## config.mk

```make
export PLATFORM = sky130hd
export DESIGN_NAME = midi_note_scheduler_flat
export DESIGN_NICKNAME = d
export VERILOG_FILES = /design/src/rtl/midi_note_scheduler_if.sv /design/src/rtl/midi_note_scheduler.sv /design/src/flat_wrapper.sv
export SDC_FILE = /design/constraint.sdc
export NUM_CORES = 1
export LEC_CHECK = 0
export CORE_MARGIN = 5
export CORE_UTILIZATION = 30
export DETAILED_ROUTE_END_ITERATION = 8
export DONT_BUFFER_PORTS = 1
export GPL_TIMING_DRIVEN = 1
export PLACE_DENSITY = 0.5
export SYNTH_ARGS = -nofsm -noshare
export SYNTH_HDL_FRONTEND = slang
export SYNTH_SLANG_ARGS = --single-unit
```

## constraint.sdc

```tcl
create_clock -name clk -period 10 [get_ports clk]
set_input_delay 1.5 -clock clk [delete_from_list [all_inputs] [get_ports clk]]
set_output_delay 1.5 -clock clk [all_outputs]
set_load 0.02 [all_outputs]
```

## src/rtl/midi_note_scheduler_if.sv

```systemverilog
// midi_note_scheduler_if: note-request handshake and sender message bus of the scheduler
interface midi_note_scheduler_if #(parameter int DUR_W = 8);
    logic             req_valid;
    logic             req_ready;
    logic [3:0]       req_channel;
    logic [6:0]       req_note;
    logic [6:0]       req_velocity;
    logic [DUR_W-1:0] req_duration;
    logic             msg_send;
    logic [3:0]       msg_channel;
    logic [6:0]       msg_note;
    logic [6:0]       msg_velocity;
    logic             msg_busy;
    modport master (
        output req_valid, req_channel, req_note, req_velocity, req_duration, msg_busy,
        input  req_ready, msg_send, msg_channel, msg_note, msg_velocity
    );
    modport slave (
        input  req_valid, req_channel, req_note, req_velocity, req_duration, msg_busy,
        output req_ready, msg_send, msg_channel, msg_note, msg_velocity
    );
endinterface

```

## src/rtl/midi_note_scheduler.sv

```systemverilog
// midi_note_scheduler: holds timed notes in voice slots and serialises their Note On/Off messages onto one sender
module midi_note_scheduler #(
    parameter int VOICES   = 4,
    parameter int TICK_DIV = 50000,
    parameter int DUR_W    = 8
) (
    input  logic                 clk,
    input  logic                 reset,
    midi_note_scheduler_if.slave bus,
    input  logic                 panic,
    output logic [3:0]           active_count
);
    localparam int IW = VOICES > 1 ? $clog2(VOICES) : 1;
    localparam int PW = TICK_DIV > 1 ? $clog2(TICK_DIV) : 1;

    typedef enum logic [1:0] {IDLE, LOAD, WAIT_HI, WAIT_LO} state_t;

    state_t            state, state_nxt;
    logic [PW-1:0]     presc;
    logic              tick;
    logic [VOICES-1:0] valid, off_pend, pend_now;
    logic [3:0]        slot_ch   [VOICES];
    logic [6:0]        slot_note [VOICES];
    logic [DUR_W-1:0]  timer     [VOICES];
    logic [IW-1:0]     free_idx, off_idx, cur_idx;
    logic              cur_off, take_off, accept, send;
    logic [1:0]        hi_cnt;
    logic [3:0]        msg_ch;
    logic [6:0]        msg_note, msg_vel;

    assign tick = presc == PW'(TICK_DIV - 1);

    always_ff @(posedge clk or posedge reset)
        if (reset) presc <= '0;
        else presc <= tick ? '0 : presc + 1'b1;

    // A slot expiring or caught by panic this cycle already counts as pending, so its Note Off wins this edge.
    always_comb begin
        pend_now = '0;
        free_idx = '0;
        off_idx  = '0;
        for (int i = VOICES - 1; i >= 0; i--) begin
            pend_now[i] = off_pend[i] | (valid[i] & (panic | (tick & timer[i] == DUR_W'(1))));
            if (!valid[i]) free_idx = IW'(i);
            if (pend_now[i]) off_idx = IW'(i);
        end
    end

    assign take_off         = state == IDLE && |pend_now;
    assign bus.req_ready    = !reset && state == IDLE && !(&valid) && !(|pend_now);
    assign accept           = bus.req_valid && bus.req_ready;
    assign bus.msg_send     = send;
    assign bus.msg_channel  = msg_ch;
    assign bus.msg_note     = msg_note;
    assign bus.msg_velocity = msg_vel;

    always_ff @(posedge clk or posedge reset)
        if (reset) begin
            state  <= IDLE;
            hi_cnt <= '0;
        end else begin
            state  <= state_nxt;
            hi_cnt <= state == WAIT_HI ? hi_cnt + 1'b1 : '0;
        end

    // WAIT_HI gives up after four quiet cycles in case the sender never raises busy.
    always_comb begin
        state_nxt = state;
        send      = 1'b0;
        case (state)
            IDLE:    state_nxt = take_off || accept ? LOAD : IDLE;
            LOAD: begin
                send      = !bus.msg_busy;
                state_nxt = bus.msg_busy ? LOAD : WAIT_HI;
            end
            WAIT_HI: state_nxt = bus.msg_busy || hi_cnt == 2'd3 ? WAIT_LO : WAIT_HI;
            default: state_nxt = bus.msg_busy ? WAIT_LO : IDLE;
        endcase
    end

    always_ff @(posedge clk or posedge reset)
        if (reset) begin
            msg_ch   <= '0;
            msg_note <= '0;
            msg_vel  <= '0;
            cur_idx  <= '0;
            cur_off  <= 1'b0;
        end else if (take_off) begin
            msg_ch   <= slot_ch[off_idx];
            msg_note <= slot_note[off_idx];
            msg_vel  <= '0;
            cur_idx  <= off_idx;
            cur_off  <= 1'b1;
        end else if (accept) begin
            msg_ch   <= bus.req_channel;
            msg_note <= bus.req_note;
            msg_vel  <= bus.req_velocity;
            cur_idx  <= free_idx;
            cur_off  <= 1'b0;
        end

    always_ff @(posedge clk or posedge reset)
        if (reset) begin
            valid        <= '0;
            off_pend     <= '0;
            active_count <= '0;
            for (int i = 0; i < VOICES; i++) begin
                slot_ch[i]   <= '0;
                slot_note[i] <= '0;
                timer[i]     <= '0;
            end
        end else begin
            for (int i = 0; i < VOICES; i++) begin
                if (accept && free_idx == IW'(i)) begin
                    valid[i]     <= 1'b1;
                    off_pend[i]  <= 1'b0;
                    slot_ch[i]   <= bus.req_channel;
                    slot_note[i] <= bus.req_note;
                    timer[i]     <= bus.req_duration == '0 ? DUR_W'(1) : bus.req_duration;
                end else if (send && cur_off && cur_idx == IW'(i)) begin
                    valid[i]    <= 1'b0;
                    off_pend[i] <= 1'b0;
                end else if (valid[i]) begin
                    if (pend_now[i]) off_pend[i] <= 1'b1;
                    if (tick && timer[i] != '0) timer[i] <= timer[i] - 1'b1;
                end
            end
            active_count <= 4'($countones(valid));
        end
endmodule
```

## src/flat_wrapper.sv

```systemverilog
// flat-port wrapper written by rule: the top's interface ports become plain ports
module midi_note_scheduler_flat 
#(
    parameter int VOICES   = 4,
    parameter int TICK_DIV = 50000,
    parameter int DUR_W    = 8
)
  (clk, reset, panic, active_count, bus_req_valid, bus_req_channel, bus_req_note, bus_req_velocity, bus_req_duration, bus_msg_busy, bus_req_ready, bus_msg_send, bus_msg_channel, bus_msg_note, bus_msg_velocity);
  midi_note_scheduler_if #(.DUR_W(DUR_W)) bus_i ();
  input  logic clk;
  input  logic reset;
  input  logic panic;
  output logic [3:0] active_count;
  input wire logic [$bits(bus_i.req_valid)-1:0] bus_req_valid;
  input wire logic [$bits(bus_i.req_channel)-1:0] bus_req_channel;
  input wire logic [$bits(bus_i.req_note)-1:0] bus_req_note;
  input wire logic [$bits(bus_i.req_velocity)-1:0] bus_req_velocity;
  input wire logic [$bits(bus_i.req_duration)-1:0] bus_req_duration;
  input wire logic [$bits(bus_i.msg_busy)-1:0] bus_msg_busy;
  output wire logic [$bits(bus_i.req_ready)-1:0] bus_req_ready;
  output wire logic [$bits(bus_i.msg_send)-1:0] bus_msg_send;
  output wire logic [$bits(bus_i.msg_channel)-1:0] bus_msg_channel;
  output wire logic [$bits(bus_i.msg_note)-1:0] bus_msg_note;
  output wire logic [$bits(bus_i.msg_velocity)-1:0] bus_msg_velocity;
  assign bus_i.req_valid = bus_req_valid;
  assign bus_i.req_channel = bus_req_channel;
  assign bus_i.req_note = bus_req_note;
  assign bus_i.req_velocity = bus_req_velocity;
  assign bus_i.req_duration = bus_req_duration;
  assign bus_i.msg_busy = bus_msg_busy;
  assign bus_req_ready = bus_i.req_ready;
  assign bus_msg_send = bus_i.msg_send;
  assign bus_msg_channel = bus_i.msg_channel;
  assign bus_msg_note = bus_i.msg_note;
  assign bus_msg_velocity = bus_i.msg_velocity;
  midi_note_scheduler #(.VOICES(VOICES), .TICK_DIV(TICK_DIV), .DUR_W(DUR_W)) u_core (.clk(clk), .reset(reset), .bus(bus_i), .panic(panic), .active_count(active_count));
endmodule
```

==> After elaboration in Yosys (flattened, before gate mapping) <==
Cells that the tools add are included.
{ "totals": {"regBits": 129, "output_inout_bits": 24, "elab_cells": 210} }
{ "op_classes": {"n_addsub": 9, "order_cmp": 1, "n_eq_ne": 18, "mux": 73, "bitwise_logic": 17, "reduce_logical": 63} }
{ "ops": {"columns": ["cell", "n"], "rows": [
  ["8-bit two-way mux", 17],
  ["7-bit two-way mux", 6],
  ["8-bit by 1-bit == test with 1-bit output, second input constant", 4],
  ["8-bit nonzero test", 4],
  ["8-bit by 1-bit subtractor with 8-bit output, second input constant", 4],
  ["1-bit two-way mux", 29],
  ["2-bit two-way mux", 13],
  ["2-bit nonzero test", 13],
  ["3-bit nonzero test", 8],
  ["1-bit logical AND", 18],
  ["16-bit by 1-bit adder with 16-bit output, second input constant", 1],
  ["16-bit == test, second input constant", 1],
  ["16-bit two-way mux", 1],
  ["4-bit two-way mux", 4],
  ["7-bit binary-select mux with 2-bit select", 1],
  ["2-bit == test, second input constant", 6],
  ["3-bit AND reduction", 4],
  ["1-bit AND", 8],
  ["4-bit binary-select mux with 2-bit select", 1],
  ["8-bit zero test", 1],
  ["2-bit by 1-bit inequality test with 1-bit output, second input constant", 4],
  ["1-bit OR", 8],
  ["2-bit AND reduction", 4],
  ["2-bit by 1-bit == test with 1-bit output, second input constant", 3],
  ["other kinds (11)", 18]
]} }

==> Depth between registers and ports, before layout <==
Gate-level depths: netlist of run 1.
{ "depth": {"ltp_word": 14, "ltp_mapped": 11, "ltp_nobuf": 8} }

==> Least setup slack after synthesis of run 1 <==
OpenSTA, ideal clock, no wires.
{ "synth_timing": {"kind": "input -> output", "from": "input panic", "to": "output bus_req_ready", "arrival_time_ps": 2833, "path_slack_ps": 5667, "stages": 3, "n_path_buf": 0, "path_cell_list": "a221oi_1 > nand4_1 > nor4_1"} }
{ "synth_between": {"elab_chain_len": 6} }
{ "synth_lines": {"columns": ["element", "line_no", "text"], "rows": [
  ["start, declared", "flat_wrapper.sv:12", "input logic panic;"],
  ["1-bit OR", "midi_note_scheduler.sv:43", "pend_now[i] = off_pend[i] | (valid[i] & (panic | (tick & timer[i] == DUR_W'(1))));"],
  ["1-bit AND", "midi_note_scheduler.sv:43", null],
  ["1-bit OR", "midi_note_scheduler.sv:43", null],
  ["4-bit OR reduction (*)", "midi_note_scheduler.sv:50", "assign bus.req_ready = !reset && state == IDLE && !(&valid) && !(|pend_now);"],
  ["1-bit zero test (*)", "midi_note_scheduler.sv:50", null],
  ["1-bit logical AND (*)", "midi_note_scheduler.sv:50", null],
  ["end, declared", "flat_wrapper.sv:20", "output wire logic [$bits(bus_i.req_ready)-1:0] bus_req_ready;"]
]} }
Mark *: on every way between the ends. The rest lies on a longest branch, timed or not.

==> Worst setup path after layout of run 1 <==
{ "layout_timing": {"from": "register u_core.presc[0]", "to": "output bus_req_ready"} }
{ "layout_between": {"elab_chain_len": 8} }
{ "layout_lines": {"columns": ["element", "line_no", "text"], "rows": [
  ["start, declared", "midi_note_scheduler.sv:19", "logic [PW-1:0] presc;"],
  ["start signal, assigned", "midi_note_scheduler.sv:35", "else presc <= tick ? '0 : presc + 1'b1;"],
  ["16-bit == test (*)", "midi_note_scheduler.sv:31", "assign tick = presc == PW'(TICK_DIV - 1);"],
  ["1-bit AND", "midi_note_scheduler.sv:43", null],
  ["1-bit OR", "midi_note_scheduler.sv:43", null],
  ["1-bit AND", "midi_note_scheduler.sv:43", null],
  ["1-bit OR", "midi_note_scheduler.sv:43", null],
  ["4-bit OR reduction (*)", "midi_note_scheduler.sv:50", null],
  ["1-bit zero test (*)", "midi_note_scheduler.sv:50", null],
  ["1-bit logical AND (*)", "midi_note_scheduler.sv:50", null]
]} }
Marks and branches as above.

==> results.json, run 1 <==
{
  "synth_fp_nets": 627,
  "wl_met3_um": 709,
  "ioPinCount": 55,
  "ant_nets": 0,
  "dp_cells": 833,
  "ys_top_cells_by_area": "dfrtp_1 (51%), mux2_2 (7.0%), ha_1 (4.0%)",
  "antenna_found_initial": 0,
  "clock_skew_ns": 0.0109,
  "wirelength_mm": 14.9,
  "antennaDiodeCount": 0,
  "grt_pass1_vias": 4623,
  "grtUsageTotal_pct": 12.9,
  "fmax_ghz": 0.203,
  "drc_errors": 0,
  "numClockSinks": 128,
  "max_stage_delay_ns": 0.86,
  "slowest_stage": "nor4_1",
  "crit_type": "reg2out",
  "ys_ff_latch": 128,
  "r2r-start": "u_core.presc[0]$_DFF_PP0_",
  "ys_dominant_reg_cell": "dfrtp_1",
  "syn-cell-area_mm2": 0.00628,
  "cp_max_fo": 10,
  "clk_latency_ns": 0.41,
  "vias": 4392,
  "syn_area_per_cell_um2": 10.9,
  "grt_pass1_wl_mm": 24.4,
  "cts_hold_buf": 0,
  "cts_setup_buffers": 0,
  "rsz0062_at_grt": "false",
  "numCtsBuffers": 17,
  "hold_violations": 0,
  "path_buf_inv": 0,
  "drtPass1Iterations": 4,
  "clockBufferDepth": 2,
  "wl_per_cell_um": 17.2,
  "crit_family": "simple AND/OR/NAND/NOR gates",
  "initial_utilization_pct": 30.1,
  "cts_tree": "done",
  "dieArea_mm2": 0.0239,
  "synth_common_cells": "dfrtp_1 (128), nor2_1 (50), nand2_1 (41), a21oi_1 (40), mux2_2 (39)",
  "num_rows": 53,
  "core_mm2": 0.0208,
  "seq_area_frac_synth_pct": 51.0,
  "wl_met1_mm": 6.55,
  "fp.dieW_um": 155,
  "status": "finished clean",
  "relSlewSlack_pct": 28.0,
  "nets": 630,
  "period_share_pct": 49.2,
  "period_needed_ns": 4.92,
  "yosysWarnings": 0,
  "endpoint_kind": "output port",
  "area_delta_synth_final_pct": 13.9,
  "via_per_inst": 5.08,
  "async_flop_share_pct": 100,
  "htree_num_levels": 4,
  "totalPowerFinal_mw": 1.42,
  "drive_gt1_share_pct": 14.9,
  "worstPathRequired_ns": 8.50,
  "worst_ir_drop_vdd_mv": 0.126,
  "instances_no_fill": 865,
  "worst_slack_ns": 5.08,
  "p_leak_nw": 3.30,
  "critical_path.cell_chain": "ha_1 > and3_1 > and4_1 > a221oi_1 > nand4_1 > nor4_1",
  "met2_length_mm": 7.36,
  "slew_violations": 0,
  "max_slew.worst_pin.slew_ns": 1.07,
  "start_kind": "flip-flop",
  "worstSetupStartpoint": "u_core.presc[0]$_DFF_PP0_",
  "clkSlewWorstSetupHoldPaths_ns": 0.06,
  "fp.dieH_um": 155,
  "dpl.hpwl_mm": 10.2,
  "setup_viol_count_final": 0,
  "cap_violations": 0,
  "post-synth-top-count-cell": "dfrtp_1",
  "fin_setup_tns_ns": 0,
  "synth_top_area_cell": "dfrtp_1",
  "top_layer_used": "met4",
  "place.gp.congestion": 0.783,
  "power_density_mw_per_mm2": 198,
  "hold_class": "reg2reg",
  "critPathArrivalTime_ns": 3.42,
  "dp_slack_ns": 5.19,
  "synth_top_area_share_pct": 51.0,
  "cts_resized": 0,
  "synth-edff-count": 0,
  "synth.distinct_cells": 53,
  "fillers": 2075,
  "hold_path_startpoint": "u_core.hi_cnt[0]$_DFF_PP0_",
  "grt_overflow_total": 0,
  "port_buffers": 0,
  "clock-root-buffer": "clkbuf_16",
  "drt-initial-drc-count": 231,
  "grt_max_degree": 77,
  "syn-instance-count": 575
}
[cells by family after synthesis]
logic type | count (synthesis) | share of synthesized area (%)
simple gates | 186 | 15.5
flops | 128 | 51.0
compound gates | 94 | 9.73
mux | 62 | 10.9
buf+inv | 42 | 2.77
xor+xnor | 41 | 5.72
fa+ha+maj | 21 | 4.31
other cells | 1 | 0.0597
[registers in the layout (all words and copies together), names as in the netlist]
signal	count
u_core.active_count	3
u_core.bus.msg_channel	4
u_core.bus.msg_note	7
u_core.bus.msg_velocity	7
u_core.cur_idx	2
u_core.cur_off	1
u_core.hi_cnt	2
u_core.off_pend	4
u_core.presc	16
u_core.slot_ch	16
u_core.slot_note	28
u_core.state	2
u_core.timer	32
u_core.valid	4
[cells in the final DEF, fill, tap and decap left out, types with 4 or more instances in the layout]
master / n
and4_1: 6
mux2_1: 13
nor2b_1: 5
buf_4: 6
o22ai_1: 7
xor2_1: 14
or4_1: 5
a21oi_1: 40
nand2_1: 41
a22o_1: 13
mux2i_1: 10
nand3_1: 19
nand4_1: 4
dfrtp_1: 128
mux2_2: 39
nor4_1: 11
o21ai_0: 7
inv_1: 18
ha_1: 20
nor3b_1: 4
a31oi_1: 7
a22oi_1: 5
nor2_1: 50
nor3_1: 12
clkbuf_16: 17
and3_1: 7
xnor2_1: 27
[layer usage]
layer | GRT usage, % | vias to the layer above
li1 | - | 2060
met1 | 15.9 | 2225
met2 | 21.7 | 88
met3 | 4.06 | 19
met4 | 4.29 | 0
met5 | 0 | -
[metrics by stage]
stage | area (um^2) | util, % | hold slack (ns)
global route | 7150 | 34.3 | 0.488
global placement | 6580 | 31.6 | 0.425
finish | 7150 | 34.3 | 0.447
detailed placement | 6580 | 31.6 | 0.440
floorplan | 6280 | - | 0.414
CTS | 7140 | 34.3 | 0.448
[cell type report]
type | instances | area [um^2] | area share (%)
Sequential cell | 128 | 3200 | 44.8
Inverter | 19 | 73.8 | 1.03
Multi-Input combinational cell | 405 | 2910 | 40.7
Tap cell | 275 | 344 | 4.81
Clock buffer | 19 | 453 | 6.33
Timing Repair Buffer | 7 | 56.3 | 0.787
Clock inverter | 12 | 111 | 1.56
[worst reg2reg max path: cells and delay by family (launching register included)]
family / cells / cell delay (ns)
adder cells (fa/ha/maj): 1 / 0.24
flip-flops: 1 / 0.40
AO/OA/AOI/OAI: 1 / 0.62
multiplexers: 1 / 0.63
AND/OR/NAND/NOR: 4 / 1.81
[power by group]
part           internal [mW]  switching, mW  leakage (nW)
sequential             0.557         0.0593          1.71
clock                  0.354          0.232         0.272
combinational         0.0809          0.135          1.31
total                  0.992          0.426          3.30
[path summary, 6_finish.rpt]
check / to / slack (ns) / depth (start not counted)
setup / recovery: bus_req_ready / 5.08 / 6
hold / removal: u_core.hi_cnt[0]$_DFF_PP0_ / 0.45 / 1
setup reg to reg: u_core.slot_ch[0]$_DFFE_PP0P_ / 6.19 / 7
hold reg to reg: u_core.hi_cnt[0]$_DFF_PP0_ / 0.45 / 1
max in group asynchronous: u_core.timer[2]$_DFFE_PP0P_ / 7.52 / 2
min in group asynchronous: u_core.slot_note[12]$_DFFE_PP0P_ / 1.04 / 1
Power figures use the tool's default switching activity.
==> run 2: changes to the inputs <==
PLACE_DENSITY = 0.51   (was 0.5)
clock period = 4.05 ns   (was 10 ns; I/O delays follow)
==> run 2 against run 1 <==
Die area unchanged. Core utilization up 0.25 points. Design area up 0.73%. Combinational power up 140%. Via count up 0.59%. Total power up 150%. Setup slack worse by 4.6 ns. Final cell count up 0.92%. Global-route usage up 0.56 points. First-iteration DRC count up 29%. Wire length up 3.9%. Count of clock-buffer cells in the layout down 1. Highest routed layer unchanged.
==> results.json, run 2 (synthesis results as in run 1) <==
{
  "setup_viol_count_final": 0,
  "drtPass1Iterations": 4,
  "num_rows": 53,
  "initial_utilization_pct": 30.1,
  "grt_max_degree": 67,
  "switching_power_mw": 1.09,
  "cts_hold_buf": 0,
  "drive_gt1_share_pct": 15.9,
  "power.share.switching_pct": 30.8,
  "endpoint_kind": "output port",
  "ff2ff_setup_slack_ns": 0.73,
  "fp.dieH_um": 155,
  "worst_ir_drop_vdd_mv": 0.391,
  "largest_registers": "u_core.timer: 32 flops, u_core.slot_note: 28 flops",
  "clock_skew_ns": 0.0111,
  "wl_met1_mm": 6.78,
  "clk_latency_ns": 0.42,
  "port_buffers": 0,
  "wirelength_mm": 15.5,
  "start_kind": "flip-flop",
  "hold_class": "in2async",
  "period_needed_ns": 3.56,
  "totalPowerFinal_mw": 3.53,
  "r2r-start": "u_core.presc[0]$_DFF_PP0_",
  "max_slew.worst_pin.slew_ns": 1.14,
  "clockPowerShare_pct": 41.9,
  "dieArea_mm2": 0.0239,
  "numCtsBuffers": 17,
  "final_common_cell": "dfrtp_1",
  "via_per_inst": 5.06,
  "core_mm2": 0.0208,
  "crit_type": "reg2out",
  "r2r_cells": 7,
  "numClockSinks": 128,
  "area_delta_synth_final_pct": 14.7,
  "slowest_stage": "a221oi_1",
  "critical_path.cell_chain": "ha_1 > and3_1 > and4_1 > a221oi_1 > nand4_1 > nor4_1 > buf_4",
  "p_leak_nw": 3.33,
  "top_layer_used": "met4",
  "max_stage_delay_ns": 0.55,
  "place.gp.congestion": 0.811,
  "clock-root-buffer": "clkbuf_16",
  "drc_errors": 0,
  "wl_met3_um": 760,
  "antennaDiodeCount": 0,
  "largest_reg_flops": 32,
  "rsz0062_at_grt": "false",
  "clkSlewWorstSetupHoldPaths_ns": 0.06,
  "clockBufferDepth": 2,
  "cts_setup_buffers": 0,
  "layout_common_cells": "dfrtp_1 (128), nor2_1 (50), nand2_1 (41), a21oi_1 (40), mux2_2 (39)",
  "wl_per_cell_um": 17.7,
  "critPathArrivalTime_ns": 2.95,
  "ioPinCount": 55,
  "crit_family": "simple AND/OR/NAND/NOR gates",
  "final_util_pct": 34.6,
  "slew_violations": 0,
  "status": "finished clean",
  "p_int_mw": 2.44,
  "hold_violations": 0,
  "period_share_pct": 87.9,
  "relSlewSlack_pct": 23.5,
  "worstPathRequired_ns": 3.44,
  "max_flop_register": "u_core.timer",
  "met2_length_mm": 7.76,
  "r2r_end": "u_core.timer[25]$_DFFE_PP0P_",
  "cts_tree": "done",
  "grt_pass1_wl_mm": 25.5,
  "antenna_found_initial": 0,
  "fillers": 2085,
  "power_density_mw_per_mm2": 490,
  "worst_slack_ns": 0.489,
  "p_seq_share_pct": 43.1,
  "fmax_ghz": 0.281,
  "grtUsageTotal_pct": 13.5,
  "pwr-share-comb_pct": 15.0,
  "nets": 637,
  "dpl.hpwl_mm": 10.7,
  "path_buf_inv": 1,
  "ant_nets": 0,
  "cap_violations": 0,
  "multi_input_area_mm2": 0.00291,
  "fin_setup_tns_ns": 0,
  "vias": 4418,
  "grt_pass1_vias": 4677,
  "grt_overflow_total": 0,
  "fp.dieW_um": 155,
  "regArea_mm2": 0.00320,
  "htree_num_levels": 4,
  "drt-initial-drc-count": 299,
  "dp_slack_ns": 0.713,
  "cp_max_fo": 10,
  "cts_resized": 0
}
run 2: power by group through the flow:
stage	combinational, mW	clock (mW)	sequential [mW]
finish	0.528	1.48	1.52
global route	0.588	1.57	1.54
CTS	0.536	1.51	1.52
detailed placement	0.532	0	1.55
global placement	0.523	0	1.55
floorplan	0.391	0	1.51
run 2: metal layers:
layer  vias to the layer above  GRT usage [%]
met3                        13           4.00
met2                        81           22.2
met1                      2245           17.1
li1                       2079              -
met4                         0           4.58
met5                         -              0
run 2: worst max-delay path by stage:
stage	startpoint	end	slack, ns	depth (start not counted)
3_5_place_dp	u_core.presc[0]$_DFF_PP0_	u_core.slot_note[25]$_DFFE_PP0P_	0.71	7
5_1_grt	u_core.presc[0]$_DFF_PP0_	bus_req_ready	0.26	7
6_report	u_core.presc[0]$_DFF_PP0_	bus_req_ready	0.49	7
2_1_floorplan	reset	u_core.active_count[0]$_DFF_PP0_	0.03	1
4_1_cts	u_core.presc[0]$_DFF_PP0_	bus_req_ready	0.43	7
3_3_place_gp	u_core.presc[0]$_DFF_PP0_	u_core.timer[25]$_DFFE_PP0P_	0.77	7
run 2: per-stage QoR:
step | cells | cell area [um^2] | hold WS (ns)
2_1_floorplan | 575 | 6280 | 0.414
4_1_cts | 873 | 7200 | 0.265
3_3_place_gp | 841 | 6630 | 0.428
6_report | 873 | 7200 | 0.243
5_1_grt | 873 | 7200 | 0.300
3_5_place_dp | 841 | 6630 | 0.436
run 2: cell type report:
type	instances	area share, %
Timing Repair Buffer	14	1.46
Clock buffer	18	6.10
Sequential cell	128	44.5
Clock inverter	14	1.82
Tap cell	275	4.78
Multi-Input combinational cell	405	40.4
Inverter	19	1.02
